## src/rtl/alu_muldiv.sv

```systemverilog
// alu_muldiv: combinational MIPS-style ALU plus an iterative unsigned multiply/divide
// unit with architectural HI/LO registers and a start/busy/done handshake.
// Optional divider: define ALU_MULDIV_DIV_EN to build it; otherwise DIV completes
// immediately and leaves HI/LO untouched.
module alu_muldiv #(
  parameter int unsigned WIDTH = 32
) (
  input  logic             clk,
  input  logic             rst,
  input  logic [WIDTH-1:0] in1,
  input  logic [WIDTH-1:0] in2,
  input  logic [3:0]       alu_op,
  input  logic             start,
  output logic [WIDTH-1:0] out,
  output logic             zero,
  output logic             busy,
  output logic             done,
  output logic [WIDTH-1:0] hi,
  output logic [WIDTH-1:0] lo
);

  localparam int unsigned ShW  = $clog2(WIDTH);
  localparam int unsigned CntW = ShW + 1;

  localparam logic [3:0] OpAnd  = 4'b0000;
  localparam logic [3:0] OpOr   = 4'b0001;
  localparam logic [3:0] OpAdd  = 4'b0010;
  localparam logic [3:0] OpSll  = 4'b0011;
  localparam logic [3:0] OpSrl  = 4'b0100;
  localparam logic [3:0] OpSub  = 4'b0110;
  localparam logic [3:0] OpSlt  = 4'b0111;
  localparam logic [3:0] OpMult = 4'b1000;
  localparam logic [3:0] OpDiv  = 4'b1001;
  localparam logic [3:0] OpMfhi = 4'b1010;
  localparam logic [3:0] OpMflo = 4'b1011;
  localparam logic [3:0] OpNor  = 4'b1100;

  typedef enum logic [1:0] {StIdle, StRun, StFin} state_e;

  state_e            state_q, state_d;
  logic [CntW-1:0]   cnt_q, cnt_d;
  // acc_hi/acc_lo: {partial product, multiplier} for MULT, {remainder, quotient} for DIV.
  logic [WIDTH-1:0]  acc_hi_q, acc_hi_d;
  logic [WIDTH-1:0]  acc_lo_q, acc_lo_d;
  logic [WIDTH-1:0]  b_q, b_d;
  logic              op_div_q, op_div_d;
  logic [WIDTH-1:0]  hi_q, hi_d;
  logic [WIDTH-1:0]  lo_q, lo_d;
  logic              done_q, done_d;
  logic              accept;

  // Shift-add multiply step: conditionally add multiplicand, then shift the pair right.
  logic [WIDTH:0]    mul_sum;
  logic [WIDTH-1:0]  mul_hi_nxt, mul_lo_nxt;
  assign mul_sum    = {1'b0, acc_hi_q} + (acc_lo_q[0] ? {1'b0, b_q} : '0);
  assign mul_hi_nxt = mul_sum[WIDTH:1];
  assign mul_lo_nxt = {mul_sum[0], acc_lo_q[WIDTH-1:1]};

`ifdef ALU_MULDIV_DIV_EN
  // Restoring divide step. With a zero divisor every step subtracts nothing, so the
  // quotient fills with ones and the remainder ends up equal to the dividend.
  logic [WIDTH:0]    div_shift;
  logic [WIDTH-1:0]  div_diff;
  logic              div_ge;
  assign div_shift = {acc_hi_q, acc_lo_q[WIDTH-1]};
  assign div_ge    = div_shift >= {1'b0, b_q};
  assign div_diff  = div_shift[WIDTH-1:0] - b_q;
`endif

  assign accept = start && (state_q == StIdle) && ((alu_op == OpMult) || (alu_op == OpDiv));
  assign busy   = (state_q != StIdle);
  assign done   = done_q;
  assign hi     = hi_q;
  assign lo     = lo_q;

  // Next-state logic for the multiply/divide sequencer and its datapath.
  always_comb begin
    state_d  = state_q;
    cnt_d    = cnt_q;
    acc_hi_d = acc_hi_q;
    acc_lo_d = acc_lo_q;
    b_d      = b_q;
    op_div_d = op_div_q;
    hi_d     = hi_q;
    lo_d     = lo_q;
    done_d   = 1'b0;
    unique case (state_q)
      StIdle: begin
        if (accept) begin
          op_div_d = (alu_op == OpDiv);
          b_d      = in2;
          acc_hi_d = '0;
          acc_lo_d = in1;
          cnt_d    = CntW'(WIDTH);
          state_d  = StRun;
`ifndef ALU_MULDIV_DIV_EN
          if (alu_op == OpDiv) state_d = StFin;
`endif
        end
      end
      StRun: begin
        cnt_d = cnt_q - CntW'(1);
`ifdef ALU_MULDIV_DIV_EN
        if (op_div_q) begin
          acc_hi_d = div_ge ? div_diff : div_shift[WIDTH-1:0];
          acc_lo_d = {acc_lo_q[WIDTH-2:0], div_ge};
        end else begin
          acc_hi_d = mul_hi_nxt;
          acc_lo_d = mul_lo_nxt;
        end
`else
        acc_hi_d = mul_hi_nxt;
        acc_lo_d = mul_lo_nxt;
`endif
        if (cnt_q == CntW'(1)) state_d = StFin;
      end
      StFin: begin
        state_d = StIdle;
        done_d  = 1'b1;
`ifdef ALU_MULDIV_DIV_EN
        hi_d = acc_hi_q;
        lo_d = acc_lo_q;
`else
        if (!op_div_q) begin
          hi_d = acc_hi_q;
          lo_d = acc_lo_q;
        end
`endif
      end
      default: state_d = StIdle;
    endcase
  end

  // State registers; synchronous reset aborts any operation in flight.
  always_ff @(posedge clk) begin
    if (rst) begin
      state_q  <= StIdle;
      cnt_q    <= '0;
      acc_hi_q <= '0;
      acc_lo_q <= '0;
      b_q      <= '0;
      op_div_q <= 1'b0;
      hi_q     <= '0;
      lo_q     <= '0;
      done_q   <= 1'b0;
    end else begin
      state_q  <= state_d;
      cnt_q    <= cnt_d;
      acc_hi_q <= acc_hi_d;
      acc_lo_q <= acc_lo_d;
      b_q      <= b_d;
      op_div_q <= op_div_d;
      hi_q     <= hi_d;
      lo_q     <= lo_d;
      done_q   <= done_d;
    end
  end

  // Combinational result mux; MULT/DIV and unknown codes read as zero.
  always_comb begin
    out = '0;
    case (alu_op)
      OpAnd:  out = in1 & in2;
      OpOr:   out = in1 | in2;
      OpNor:  out = ~(in1 | in2);
      OpAdd:  out = in1 + in2;
      OpSub:  out = in1 - in2;
      OpSlt:  out = {{(WIDTH-1){1'b0}}, ($signed(in1) < $signed(in2))};
      OpSll:  out = in1 << in2[ShW-1:0];
      OpSrl:  out = in1 >> in2[ShW-1:0];
      OpMfhi: out = hi_q;
      OpMflo: out = lo_q;
      default: out = '0;
    endcase
  end

  assign zero = (out == '0);

endmodule

```

## config.mk

```make
export PLATFORM = sky130hd
export DESIGN_NAME = alu_muldiv
export DESIGN_NICKNAME = d
export VERILOG_FILES = /design/src/rtl/alu_muldiv.sv
export SDC_FILE = /design/constraint.sdc
export NUM_CORES = 1
export LEC_CHECK = 0
export ABC_AREA = 0
export BUFFER_PORTS_ARGS = -buffer_cell sky130_fd_sc_hd__buf_2
export CAP_MARGIN = 5
export CORE_MARGIN = 2
export CORE_UTILIZATION = 40
export DETAILED_ROUTE_END_ITERATION = 10
export PLACE_DENSITY_LB_ADDON = 0.2
export SYNTH_ARGS = -nofsm -noshare
export SYNTH_HDL_FRONTEND = slang
export SYNTH_SLANG_ARGS = --single-unit
```

## constraint.sdc

```tcl
create_clock -name clk -period 6.8 [get_ports clk]
set_input_delay 0.68 -clock clk [delete_from_list [all_inputs] [get_ports clk]]
set_output_delay 0.68 -clock clk [all_outputs]
set_load 0.02 [all_outputs]
```

==> impl_metrics.tcl <==
set metrics [dict create \
    fin_skew_ps 10.4 \
    critPathCaptureType "output pin" \
    cts.path.max_buffers 2 \
    slowest_stage "a2111oi_0" \
    max_stage_delay_ps 640 \
    ff_latch_area_sq_um 3400 \
    ctsResizeCount 0 \
    core_area_sq_um 44400 \
    yosysWarnings 0 \
    path_cells "buf_2, clkinv_1, ha_1, o211a_1, a2111oi_0, or3_1, a211oi_1, or4b_1, a211o_1, nor3_1, nand4bb_1, nor4_1, nand4bb_1, nor4bb_1, buf_2" \
    grt_overflow_total 0 \
    gp_congestion 1.05 \
    root_buffer "clkbuf_16" \
    grt_util_met3 0.0727 \
    rows 77 \
    fp.dieW_um 217 \
    drtAntennaViolNets 0 \
    grt.busiest_layer "met2" \
    layout_common_cells "nand2_1 (389), a21oi_1 (289), dfxtp_1 (170)" \
    dieArea_sq_um 46900 \
    placed_area_sq_um 19200 \
    fmax_mhz 164 \
    holdCritPathClass "reg2reg" \
    rr_endpoint "acc_hi_q[30]" \
    synth_edf_count 0 \
    drc 0 \
    layout.nets 2680 \
    vias 20300 \
    min_period_ps 6120 \
    cts_buffers 17 \
    syn_area_per_cell_sq_um 7.41 \
    reg2reg_depth 14 \
    r2r-start "acc_lo_q[0]" \
    grt_max_degree 103 \
    avgViaCountPerCell 6.60 \
    grt.total_usage 0.358 \
    synth.distinct_cells 89 \
    wl_mm 86.0 \
    slew_violations 0 \
    required_ps 6120 \
    tns_ps 0 \
    firstDrtPassIters 8 \
    postCtsHoldBufs 0 \
    initialDrtViolationCount 2591 \
    antenna_found_initial 3 \
    grt_pass1_vias 19000 \
    setup_violations 0 \
    final_common_cell "nand2_1" \
    period_share 0.899 \
    async_flop_share 0 \
    syn_inst 2440 \
    setup.worst_path.start_class "primary input" \
    start_util 0.407 \
    r2r_slack_ps 2940 \
    dp_hpwl_mm 65.7 \
    clk_pin_slew_ps 70 \
    layout-drive-gt1-share 0.141 \
    clk-insertion-delay-late_ps 450 \
    holdPathStages 2 \
    h-tree-depth 4 \
    arrival_ps 5440 \
    power_leakage_nw 8.07 \
    cts_setup_buffers 0 \
    fill_cells 4653 \
    synth_nets 2647 \
    min_from "b_q[18]" \
    fin_util 0.445 \
    grt_pass1_wl_mm 127 \
    syn_to_final_growth_pct 9.29 \
    outcome "completed" \
    multi_input_area_sq_um 13400 \
    synth_top_flop_cell "dfxtp_1" \
    numClockSinks 170 \
    path_class "in2out" \
    met2_usage 0.543 \
    cap_violations 0 \
    power_density_nw_per_um2 152 \
    ir_worst_vdd_mv 0.158 \
    hold_violations 0 \
    ys_seq_area_frac 0.188 \
    ys_ff_latch 170 \
    wl_per_cell_um 27.9 \
    use_met1 0.488 \
    die_y_um 217 \
    cts_tree "done" \
    num_io_pins 170 \
    port_buffers 169 \
    min_to "b_q[18]" \
    maxSlewHeadroom 0.132 \
    rsz0062_at_grt "false" \
    crit_fanout 13 \
    synth_area_sq_um 18100 \
    design_area_sq_um 19800 \
    tightest_slew_ps 1300 \
]
synth_stat cells (26+ instances only):
| cell | instances | area, sq um |
|---|---|---|
| a211oi_1 | 39 | 293 |
| a21o_1 | 30 | 225 |
| a21oi_1 | 289 | 1450 |
| a22oi_1 | 59 | 443 |
| and2_1 | 40 | 250 |
| buf_2 | 26 | 130 |
| clkbuf_1 | 141 | 529 |
| dfxtp_1 | 170 | 3400 |
| ha_1 | 133 | 1660 |
| inv_1 | 108 | 405 |
| mux2i_1 | 47 | 470 |
| mux4_2 | 55 | 1240 |
| nand2_1 | 389 | 1460 |
| nand3_1 | 75 | 375 |
| nor2_1 | 166 | 623 |
| nor3_1 | 62 | 310 |
| o211ai_1 | 27 | 203 |
| o21ai_0 | 74 | 370 |
cells by family after synthesis:
kind of cell | after synthesis | synth area share
mux | 129 | 0.117
buf+inv | 309 | 0.0719
flops | 170 | 0.188
simple gates | 900 | 0.233
fa+ha+maj | 136 | 0.0953
xor+xnor | 35 | 0.0169
compound gates | 761 | 0.277
per-layer routing:
layer,part of all wire,up-vias,routed length [um]
met2,0.43,1132,37000
li1,-,9054,-
met1,0.42,9931,36300
met4,0.050,2,4270
met5,0.000093,-,8
met3,0.097,220,8350
through the flow:
| stage | setup WS [ps] | hold WS (ps) | total power [W] | cells |
|---|---|---|---|---|
| floorplan | 349 | 432 | 0.00170 | 2440 |
| global placement | 913 | 438 | 0.00206 | 3046 |
| detailed placement | 821 | 443 | 0.00206 | 3046 |
| CTS | 805 | 452 | 0.00299 | 3078 |
| global route | 477 | 466 | 0.00313 | 3078 |
| finish | 685 | 451 | 0.00301 | 3080 |
critical path: cells and delay by family:
kind | cells | cell delay, ps
adders and majority gates | 1 | 520
and+or+nand+nor | 7 | 2170
AOI/OAI and AO/OA | 4 | 1220
buffers and inverters | 3 | 830
power by group:
| group | switching (W) | total (W) | internal [W] |
|---|---|---|---|
| Sequential | 0.00000646 | 0.00101 | 0.00101 |
| Combinational | 0.000719 | 0.00107 | 0.000348 |
| Clock | 0.000440 | 0.000935 | 0.000495 |
flip-flops by register name, summed over array words and instances, names as in the netlist:
signal	count
lo	32
hi	32
b_q	32
done	1
acc_lo_q	32
op_div_q	1
state_q	2
acc_hi_q	32
cnt_q	6
worst max path at each step:
stage	startpoint	end	slack, ps	cells after the start
after floorplan	in2[2]	zero	350	20
after detailed placement	in2[4]	zero	820	15
after global placement	in2[4]	zero	910	15
after global routing	in2[4]	zero	480	15
after CTS	in2[4]	zero	800	15
final	in2[4]	zero	680	15
cell type report:
class                           count  share of cell area
Clock inverter                     13             0.00532
Tap cell                          592              0.0375
Clock buffer                       19              0.0229
Sequential cell                   170               0.172
Antenna cell                        2            0.000253
Inverter                          113              0.0215
Timing Repair Buffer              210              0.0603
Multi-Input combinational cell   1961               0.680
No activity file was read; power rests on OpenSTA's default activity.
